File: src/rtl/lcd_pkg.sv
// Shared types and HD44780 command constants for the character-RAM-to-LCD refresher.
package lcd_pkg;

  typedef enum logic [3:0] {
    PWR_WAIT,
    INIT3A,
    INIT3B,
    INIT3C,
    INIT2,
    FUNC_SET,
    ENTRY,
    DISP_ON,
    CLEAR,
    SET_ADDR,
    WR_CHAR
  } lcd_state_e;

  typedef enum logic [2:0] {
    TX_IDLE,
    TX_SETUP,
    TX_PULSE,
    TX_HOLD,
    TX_GAP,
    TX_WAIT
  } tx_state_e;

  // Single-nibble init commands carry their nibble in bits [7:4].
  localparam logic [7:0] NIB_INIT3    = 8'h30;
  localparam logic [7:0] NIB_INIT2    = 8'h20;
  localparam logic [7:0] CMD_FUNC_SET = 8'h28;
  localparam logic [7:0] CMD_ENTRY    = 8'h06;
  localparam logic [7:0] CMD_DISP_ON  = 8'h0C;
  localparam logic [7:0] CMD_CLEAR    = 8'h01;
  localparam logic [7:0] CMD_LINE1    = 8'h80;
  localparam logic [7:0] CMD_LINE2    = 8'hC0;
  localparam logic [4:0] LINE2_IDX    = 5'd16;

endpackage

File: src/rtl/lcd_nibble_tx.sv
// Sends one nibble or one byte (high nibble first) on a 4-bit LCD bus, then waits.
// Handshake: start is accepted only while idle=1; done pulses one cycle after the post-transfer wait.
module lcd_nibble_tx
  import lcd_pkg::*;
#(
  parameter int E_PULSE_CYC    = 12,
  parameter int NIBBLE_GAP_CYC = 50
) (
  input  logic        clk,
  input  logic        rst,
  input  logic        start,
  input  logic        single,
  input  logic        rs,
  input  logic [7:0]  data,
  input  logic [31:0] wait_cyc,
  output logic        idle,
  output logic        done,
  output tx_state_e   dbg_state,
  output logic [3:0]  lcd_d,
  output logic        lcd_e,
  output logic        lcd_rs
);

  localparam logic [31:0] PULSE_LEN = 32'(E_PULSE_CYC);
  localparam logic [31:0] GAP_LEN   = 32'(NIBBLE_GAP_CYC);

  tx_state_e   st_q, st_d;
  logic [31:0] cnt_q, cnt_d;
  logic [7:0]  byte_q, byte_d;
  logic        single_q, single_d;
  logic        lo_q, lo_d;
  logic [31:0] wait_q, wait_d;
  logic [3:0]  lcd_d_q, lcd_d_d;
  logic        lcd_e_q, lcd_e_d;
  logic        lcd_rs_q, lcd_rs_d;
  logic        done_q, done_d;

  always_comb begin
    st_d     = st_q;
    cnt_d    = cnt_q;
    byte_d   = byte_q;
    single_d = single_q;
    lo_d     = lo_q;
    wait_d   = wait_q;
    lcd_d_d  = lcd_d_q;
    lcd_e_d  = lcd_e_q;
    lcd_rs_d = lcd_rs_q;
    done_d   = 1'b0;
    case (st_q)
      TX_IDLE: begin
        if (start) begin
          byte_d   = data;
          single_d = single;
          wait_d   = wait_cyc;
          lo_d     = 1'b0;
          lcd_d_d  = data[7:4];
          lcd_rs_d = rs;
          cnt_d    = '0;
          st_d     = TX_SETUP;
        end
      end
      // Data/rs were driven on entry; enable rises after two setup cycles.
      TX_SETUP: begin
        if (cnt_q == 32'd1) begin
          cnt_d   = '0;
          lcd_e_d = 1'b1;
          st_d    = TX_PULSE;
        end else begin
          cnt_d = cnt_q + 32'd1;
        end
      end
      TX_PULSE: begin
        if (cnt_q + 32'd1 >= PULSE_LEN) begin
          cnt_d   = '0;
          lcd_e_d = 1'b0;
          st_d    = TX_HOLD;
        end else begin
          cnt_d = cnt_q + 32'd1;
        end
      end
      TX_HOLD: begin
        cnt_d = '0;
        st_d  = (single_q || lo_q) ? TX_WAIT : TX_GAP;
      end
      TX_GAP: begin
        if (cnt_q + 32'd1 >= GAP_LEN) begin
          cnt_d   = '0;
          lo_d    = 1'b1;
          lcd_d_d = byte_q[3:0];
          st_d    = TX_SETUP;
        end else begin
          cnt_d = cnt_q + 32'd1;
        end
      end
      TX_WAIT: begin
        if (cnt_q + 32'd1 >= wait_q) begin
          cnt_d  = '0;
          done_d = 1'b1;
          st_d   = TX_IDLE;
        end else begin
          cnt_d = cnt_q + 32'd1;
        end
      end
      default: st_d = TX_IDLE;
    endcase
  end

  always_ff @(posedge clk or posedge rst) begin
    if (rst) begin
      st_q     <= TX_IDLE;
      cnt_q    <= '0;
      byte_q   <= '0;
      single_q <= 1'b0;
      lo_q     <= 1'b0;
      wait_q   <= '0;
      lcd_d_q  <= '0;
      lcd_e_q  <= 1'b0;
      lcd_rs_q <= 1'b0;
      done_q   <= 1'b0;
    end else begin
      st_q     <= st_d;
      cnt_q    <= cnt_d;
      byte_q   <= byte_d;
      single_q <= single_d;
      lo_q     <= lo_d;
      wait_q   <= wait_d;
      lcd_d_q  <= lcd_d_d;
      lcd_e_q  <= lcd_e_d;
      lcd_rs_q <= lcd_rs_d;
      done_q   <= done_d;
    end
  end

  assign idle      = (st_q == TX_IDLE);
  assign done      = done_q;
  assign dbg_state = st_q;
  assign lcd_d     = lcd_d_q;
  assign lcd_e     = lcd_e_q;
  assign lcd_rs    = lcd_rs_q;

endmodule

File: src/rtl/lcd_ram_reader.sv
// Initialises a 4-bit HD44780 LCD, then endlessly copies a 32-entry character RAM to its two lines.
module lcd_ram_reader
  import lcd_pkg::*;
#(
  parameter int POWERUP_CYC    = 750000,
  parameter int E_PULSE_CYC    = 12,
  parameter int NIBBLE_GAP_CYC = 50,
  parameter int CMD_WAIT_CYC   = 2000
) (
  input  logic       clk,
  input  logic       reset,
  output logic [4:0] radd,
  input  logic [7:0] dout,
  output logic [3:0] lcd_d,
  output logic       lcd_e,
  output logic       lcd_rs,
  output logic       lcd_rw,
  output logic       busy,
  output logic       refresh_done
);

  localparam logic [31:0] PWR_LEN  = 32'(POWERUP_CYC);
  localparam logic [31:0] WAIT_CMD = 32'(CMD_WAIT_CYC);
  localparam logic [31:0] WAIT_PWR = 32'(5 * CMD_WAIT_CYC);
  localparam logic [31:0] WAIT_CLR = 32'(41 * CMD_WAIT_CYC);

  lcd_state_e  st_q, st_d;
  logic [31:0] cnt_q, cnt_d;
  logic        issued_q, issued_d;
  logic        start_q, start_d;
  logic [7:0]  data_q, data_d;
  logic        rs_q, rs_d;
  logic        single_q, single_d;
  logic [31:0] wait_q, wait_d;
  logic [4:0]  radd_q, radd_d;
  logic        busy_q, busy_d;
  logic        refresh_done_q, refresh_done_d;

  logic        tx_idle;
  logic        tx_done;
  tx_state_e   tx_state;

  lcd_nibble_tx #(
    .E_PULSE_CYC   (E_PULSE_CYC),
    .NIBBLE_GAP_CYC(NIBBLE_GAP_CYC)
  ) u_tx (
    .clk      (clk),
    .rst      (reset),
    .start    (start_q),
    .single   (single_q),
    .rs       (rs_q),
    .data     (data_q),
    .wait_cyc (wait_q),
    .idle     (tx_idle),
    .done     (tx_done),
    .dbg_state(tx_state),
    .lcd_d    (lcd_d),
    .lcd_e    (lcd_e),
    .lcd_rs   (lcd_rs)
  );

  always_comb begin
    st_d           = st_q;
    cnt_d          = cnt_q;
    issued_d       = issued_q;
    start_d        = 1'b0;
    data_d         = data_q;
    rs_d           = rs_q;
    single_d       = single_q;
    wait_d         = wait_q;
    radd_d         = radd_q;
    busy_d         = busy_q;
    refresh_done_d = 1'b0;
    if (st_q == PWR_WAIT) begin
      if (cnt_q + 32'd1 >= PWR_LEN) begin
        cnt_d = '0;
        st_d  = INIT3A;
      end else begin
        cnt_d = cnt_q + 32'd1;
      end
    end else if (!issued_q) begin
      // Each state issues exactly one transfer; WR_CHAR samples dout here, a cycle after radd settled.
      if (tx_idle) begin
        start_d  = 1'b1;
        issued_d = 1'b1;
        rs_d     = 1'b0;
        single_d = 1'b0;
        wait_d   = WAIT_CMD;
        case (st_q)
          INIT3A: begin
            data_d   = NIB_INIT3;
            single_d = 1'b1;
            wait_d   = WAIT_PWR;
          end
          INIT3B, INIT3C: begin
            data_d   = NIB_INIT3;
            single_d = 1'b1;
          end
          INIT2: begin
            data_d   = NIB_INIT2;
            single_d = 1'b1;
          end
          FUNC_SET: data_d = CMD_FUNC_SET;
          ENTRY:    data_d = CMD_ENTRY;
          DISP_ON:  data_d = CMD_DISP_ON;
          CLEAR: begin
            data_d = CMD_CLEAR;
            wait_d = WAIT_CLR;
          end
          SET_ADDR: data_d = (radd_q == LINE2_IDX) ? CMD_LINE2 : CMD_LINE1;
          WR_CHAR: begin
            data_d = dout;
            rs_d   = 1'b1;
          end
          default: data_d = data_q;
        endcase
      end
    end else if (tx_done) begin
      issued_d = 1'b0;
      case (st_q)
        INIT3A:   st_d = INIT3B;
        INIT3B:   st_d = INIT3C;
        INIT3C:   st_d = INIT2;
        INIT2:    st_d = FUNC_SET;
        FUNC_SET: st_d = ENTRY;
        ENTRY:    st_d = DISP_ON;
        DISP_ON:  st_d = CLEAR;
        CLEAR: begin
          st_d   = SET_ADDR;
          busy_d = 1'b0;
        end
        SET_ADDR: st_d = WR_CHAR;
        WR_CHAR: begin
          radd_d = radd_q + 5'd1;
          if (radd_q == 5'd15 || radd_q == 5'd31) begin
            st_d = SET_ADDR;
          end
          refresh_done_d = (radd_q == 5'd31);
        end
        default: st_d = PWR_WAIT;
      endcase
    end
  end

  always_ff @(posedge clk or posedge reset) begin
    if (reset) begin
      st_q           <= PWR_WAIT;
      cnt_q          <= '0;
      issued_q       <= 1'b0;
      start_q        <= 1'b0;
      data_q         <= '0;
      rs_q           <= 1'b0;
      single_q       <= 1'b0;
      wait_q         <= '0;
      radd_q         <= '0;
      busy_q         <= 1'b1;
      refresh_done_q <= 1'b0;
    end else begin
      st_q           <= st_d;
      cnt_q          <= cnt_d;
      issued_q       <= issued_d;
      start_q        <= start_d;
      data_q         <= data_d;
      rs_q           <= rs_d;
      single_q       <= single_d;
      wait_q         <= wait_d;
      radd_q         <= radd_d;
      busy_q         <= busy_d;
      refresh_done_q <= refresh_done_d;
    end
  end

  assign radd         = radd_q;
  assign busy         = busy_q;
  assign refresh_done = refresh_done_q;
  assign lcd_rw       = 1'b0;

  logic unused_ok;
  assign unused_ok = ^tx_state;

endmodule
File: config.mk
export PLATFORM = sky130hd
export DESIGN_NAME = lcd_ram_reader
export DESIGN_NICKNAME = d
export VERILOG_FILES = /design/src/rtl/lcd_pkg.sv /design/src/rtl/lcd_nibble_tx.sv /design/src/rtl/lcd_ram_reader.sv
export SDC_FILE = /design/constraint.sdc
export NUM_CORES = 1
export LEC_CHECK = 0
export ABC_AREA = 1
export CORE_MARGIN = 2
export CORE_UTILIZATION = 45
export DETAILED_ROUTE_END_ITERATION = 8
export SLEW_MARGIN = 20
export SYNTH_ARGS = -nofsm -noshare
export SYNTH_HDL_FRONTEND = slang
export SYNTH_SLANG_ARGS = --single-unit
File: constraint.sdc
create_clock -name clk -period 7.2 [get_ports clk]
set_input_delay 1.44 -clock clk [delete_from_list [all_inputs] [get_ports clk]]
set_output_delay 1.44 -clock clk [all_outputs]
set_load 0.01 [all_outputs]
==> summary by stage <==
Clock network
Clock latency on the worst-skew pair, taken at its later pin, is 420 ps. The clock root buffer is sky130_fd_sc_hd__clkbuf_16. TritonCTS built the clock tree. The number of buffers added for setup after CTS is 0. The number of resized instances in the post-cts repair step is 0. TritonCTS created 17 clock buffers. The deepest level of the CTS H-tree is 4. The clock passes through at most 2 buffers. For this design, the sink count on the clock tree is 115. The clock transition time at the flip-flop clock pins of the worst setup and hold paths is 60 ps. The number of buffers inserted for hold repair after clock tree synthesis is 0.

Route
After the first detailed-routing iteration, the DRC count stood at 537. The detail route stage leaves a number of antenna-violating nets equal to 0. The final wirelength is 18.01 mm. The total iterations of the first detailed-routing run is 5. The mean routed wirelength per cell is 13.59 µm.

The ratio of routed vias to standard cells is 5.015. For this run, design rule violations remaining after detail routing come to 0. The routed via count is 6645.

Worst setup path
The setup path with the least slack is of type reg2reg. The cell seen most often among critical-path stages is sky130_fd_sc_hd__nand2_1. Walking the worst path, the cells encountered are nand3_1 > nor2_1 > nand2_1 > nand2_1 > inv_1 > ha_1 > nand3_1 > nor2_1 > nand3_1 > o21a_1 > nand2_1 > nand3_1 > nand2_1 > nand2_1 > nand3_1 > nand2_1 > nor2_2 > nand2_1 > nand2_1 > nand2_1. In this run the worst path has a maximum fanout of 20. In this design, the stage delay of the slowest critical-path cell is 680 ps. The buffering stage count on the worst path with inverters included is 1. The sort of element at the end of the critical path is a flip-flop. The critical path's top delay family is simple AND/OR/NAND/NOR gates.

Among all stages on the critical path, the largest delay is contributed by sky130_fd_sc_hd__nor2_2. The type of origin of the critical path is a flip-flop. For the worst setup path, the data required time is 7510 ps. Data arrives at the worst endpoint at 3790 ps.

Synth
The number of storage elements in the synthesis netlist is 115. After synthesis, the share of flip-flops with an asynchronous set or reset is 1.000. Synthesis produced 1071 cells. For this run, the number of Yosys warnings is 0.

The share of the Yosys chip area taken by registers is 0.3923. The number of synthesized flops with an enable pin is 0. The net count of the mapped netlist is 1098. The predominant post-synthesis flop cell is sky130_fd_sc_hd__dfrtp_1.

Averaged over all synthesized cells, the footprint is 6.852 µm². The area of the mapped netlist is 7338 µm². Counting distinct cell types in the post-synthesis netlist gives 45.

Timing
The final max-slew violation count is 0. Headroom to the max-slew limit came out at 0.2682. Setup total negative slack on the finished layout was measured at 0 ps. The fmax is 0.2876 GHz. The number of failing setup endpoints in the final timing report is 0. The transition at the pin with the smallest max-transition slack is 1096 ps. For the finished layout, the period the worst path requires is 3477 ps. The count of endpoints failing hold in the final timing report is 0.

Clock skew on the completed layout was measured at 8.861 ps. Of the available clock period, the critical path in the final layout requires 0.4829. Setup repair after global routing left no endpoint under its margin.

Placement
The wire-length estimate of the detail-placed layout is 13.23 mm. Once placement finished, the instance area stood at 7749 µm². At the end of routability-driven placement, the weighted congestion stood at 0.8917. The count of buffers inserted at the top-level ports is 22.

Die
The floorplan core area is 15890 µm². For this configuration, the core starts out at a cell density of 0.4620. In this run the core area contains 46 standard-cell rows. The vertical die dimension is 131.7 µm.

The die boundary width is 131.7 µm. During I/O placement, the number of pins put on the boundary was 24. The floorplan step defined a die boundary enclosing 17340 µm².

Global route
The global-route wire length before repair is 30.78 mm. In the global route stage, overall resource usage came out at 0.2178. The total overflow left after global routing is 0. The via count of the first global-routing pass is 6261. The initial antenna violation count was 0. Entering global routing, the biggest net connects 82 pins.

Final layout
The final design instance area without fill is 8325 µm². The net count of the finished layout is 1123. The antenna diode count is 0. The area growth from synthesis to layout is 13.45%.

In the final layout, the share of cells above drive strength 1 is 0.07033. The fill cell instance count of the final layout is 1639. At the end of the flow the core is filled with cells to 0.5241.

Power and ir drop
The worst vdd rail ir drop is 0.1665 mV. The analysis attributes to cell leakage a power of 3.894 nW. The power density over the cells is 178.4 nW/µm². Power comes to 1.485 mW.

Flow run
The number of maximum-capacitance constraint violations is 0.

Hold path
The path class of the tightest hold or removal check is reg2reg.

Outcome
The flow ran to the end, and the final reports show no timing, DRC or antenna violations.
==> cell families after synthesis <==
kind of cell | Yosys count | synth area share
AO/OA/AOI/OAI | 122 | 0.09548
XOR/XNOR | 26 | 0.03103
adder cells (fa/ha/maj) | 17 | 0.02898
buffers and inverters | 169 | 0.09053
flip-flops | 115 | 0.3923
multiplexers | 2 | 0.003069
other | 1 | 0.0005110
AND/OR/NAND/NOR | 619 | 0.3581
==> power by group <==
part | leakage (nW) | internal (mW) | switching, mW
combinational | 2.07 | 0.00472 | 0.0136
clock | 0.272 | 0.485 | 0.335
sequential | 1.55 | 0.647 | 0
==> cells in the mapped netlist (all sizes together) (8+ instances only) <==
library cell | n | area, µm²
nand2 | 348 | 1331
nor2 | 164 | 714.4
inv | 150 | 563.0
dfrtp | 114 | 2853
nand3 | 66 | 340.3
o21ai | 53 | 265.3
o22ai | 34 | 219.0
xor2 | 24 | 210.2
a21oi | 22 | 117.6
ha | 17 | 212.7
nor3 | 14 | 70.07
nand4 | 13 | 81.33
buf | 9 | 63.80
clkbuf | 9 | 33.78
nor4 | 8 | 50.05
==> registers in the layout (all words and copies together) (netlist names), 3 cells and up <==
register        cells
cnt_q              32
u_tx.cnt_q         32
data_q              8
u_tx.wait_q         6
wait_q              6
radd                5
st_q                4
u_tx.byte_q         4
u_tx.lcd_d          4
u_tx.dbg_state      3
==> cell type report <==
type	count	area [µm²]	share of cell area
Clock buffer	18	429.2	0.05155
Timing Repair Buffer	24	235.2	0.02825
Clock inverter	14	145.1	0.01743
Inverter	151	571.8	0.06868
Sequential cell	115	2879	0.3458
Multi-Input combinational cell	787	3795	0.4558
Tap cell	216	270.3	0.03246
==> metrics by stage <==
stage | worst slack (ps) | instances | hold slack [ps]
3_3_place_gp | 3827 | 1293 | 431.0
3_5_place_dp | 3764 | 1293 | 439.7
2_1_floorplan | 2718 | 1071 | 419.8
5_1_grt | 3223 | 1325 | 474.0
6_report | 3723 | 1325 | 448.3
4_1_cts | 3749 | 1325 | 452.9
==> metal layers <==
| layer | wire length [µm] | part of all wire | track usage |
|---|---|---|---|
| met1 | 8889 | 0.49 | 0.3045 |
| met2 | 8207 | 0.46 | 0.3455 |
| met3 | 669 | 0.037 | 0.04244 |
| met4 | 242 | 0.013 | 0.06220 |
| met5 | 0 | 0 | 0 |
==> worst paths after layout <==
path                                            from                            end  slack [ps]  cells after the start
max                        u_tx.cnt_q[2]$_DFFE_PP0P_  u_tx.dbg_state[0]$_DFFE_PP0P_        3720                     20
min                            wait_q[4]$_DFFE_PP0P_          wait_q[4]$_DFFE_PP0P_         450                      2
max reg2reg                u_tx.cnt_q[2]$_DFFE_PP0P_  u_tx.dbg_state[0]$_DFFE_PP0P_        3720                     20
min reg2reg                    wait_q[4]$_DFFE_PP0P_          wait_q[4]$_DFFE_PP0P_         450                      2
max in group asynchronous                      reset          cnt_q[22]$_DFFE_PP0P_        4700                      3
min in group asynchronous                      reset            st_q[0]$_DFFE_PP0P_        1540                      2
==> cells in the final DEF, fill, tap and decap left out, drive strengths merged <==
master         netlist  routed
o21ai               53      53
o31ai                2       2
inv                150     157
o22ai               34      34
clkdlybuf4s50        0      22
o21bai               1       1
and2                 2       2
clkinvlp             0       3
dfstp                1       1
nand3b               2       2
a21oi               22      22
clkbuf               9      18
nand3               66      66
a21boi               2       2
o311ai               1       1
a32oi                1       1
dfrtp              114     114
xor2                24      24
a31oi                1       1
nor3                14      14
xnor2                2       2
nor2               164     164
o21a                 2       2
mux2                 2       2
or2                  2       2
ha                  17      17
nand2              348     348
nor4                 8       8
nand4               13      13
clkinv               1       4
o211ai               1       1
a22oi                2       2
bufinv               0       1
conb                 1       1
buf                  9       2
==> worst register-to-register path: stages, from the launching register on <==
cell,delay (ps)
sky130_fd_sc_hd__dfrtp_1,490
sky130_fd_sc_hd__nand3_1,200
sky130_fd_sc_hd__nor2_1,330
sky130_fd_sc_hd__nand2_1,90
sky130_fd_sc_hd__nand2_1,120
sky130_fd_sc_hd__inv_1,60
sky130_fd_sc_hd__ha_1,310
sky130_fd_sc_hd__nand3_1,80
sky130_fd_sc_hd__nor2_1,90
sky130_fd_sc_hd__nand3_1,80
sky130_fd_sc_hd__o21a_1,190
sky130_fd_sc_hd__nand2_1,70
sky130_fd_sc_hd__nand3_1,70
sky130_fd_sc_hd__nand2_1,70
sky130_fd_sc_hd__nand2_1,70
sky130_fd_sc_hd__nand3_1,80
sky130_fd_sc_hd__nand2_1,60
sky130_fd_sc_hd__nor2_2,680
sky130_fd_sc_hd__nand2_1,100
sky130_fd_sc_hd__nand2_1,90
sky130_fd_sc_hd__nand2_1,50
(Power assumes the default switching activity.)
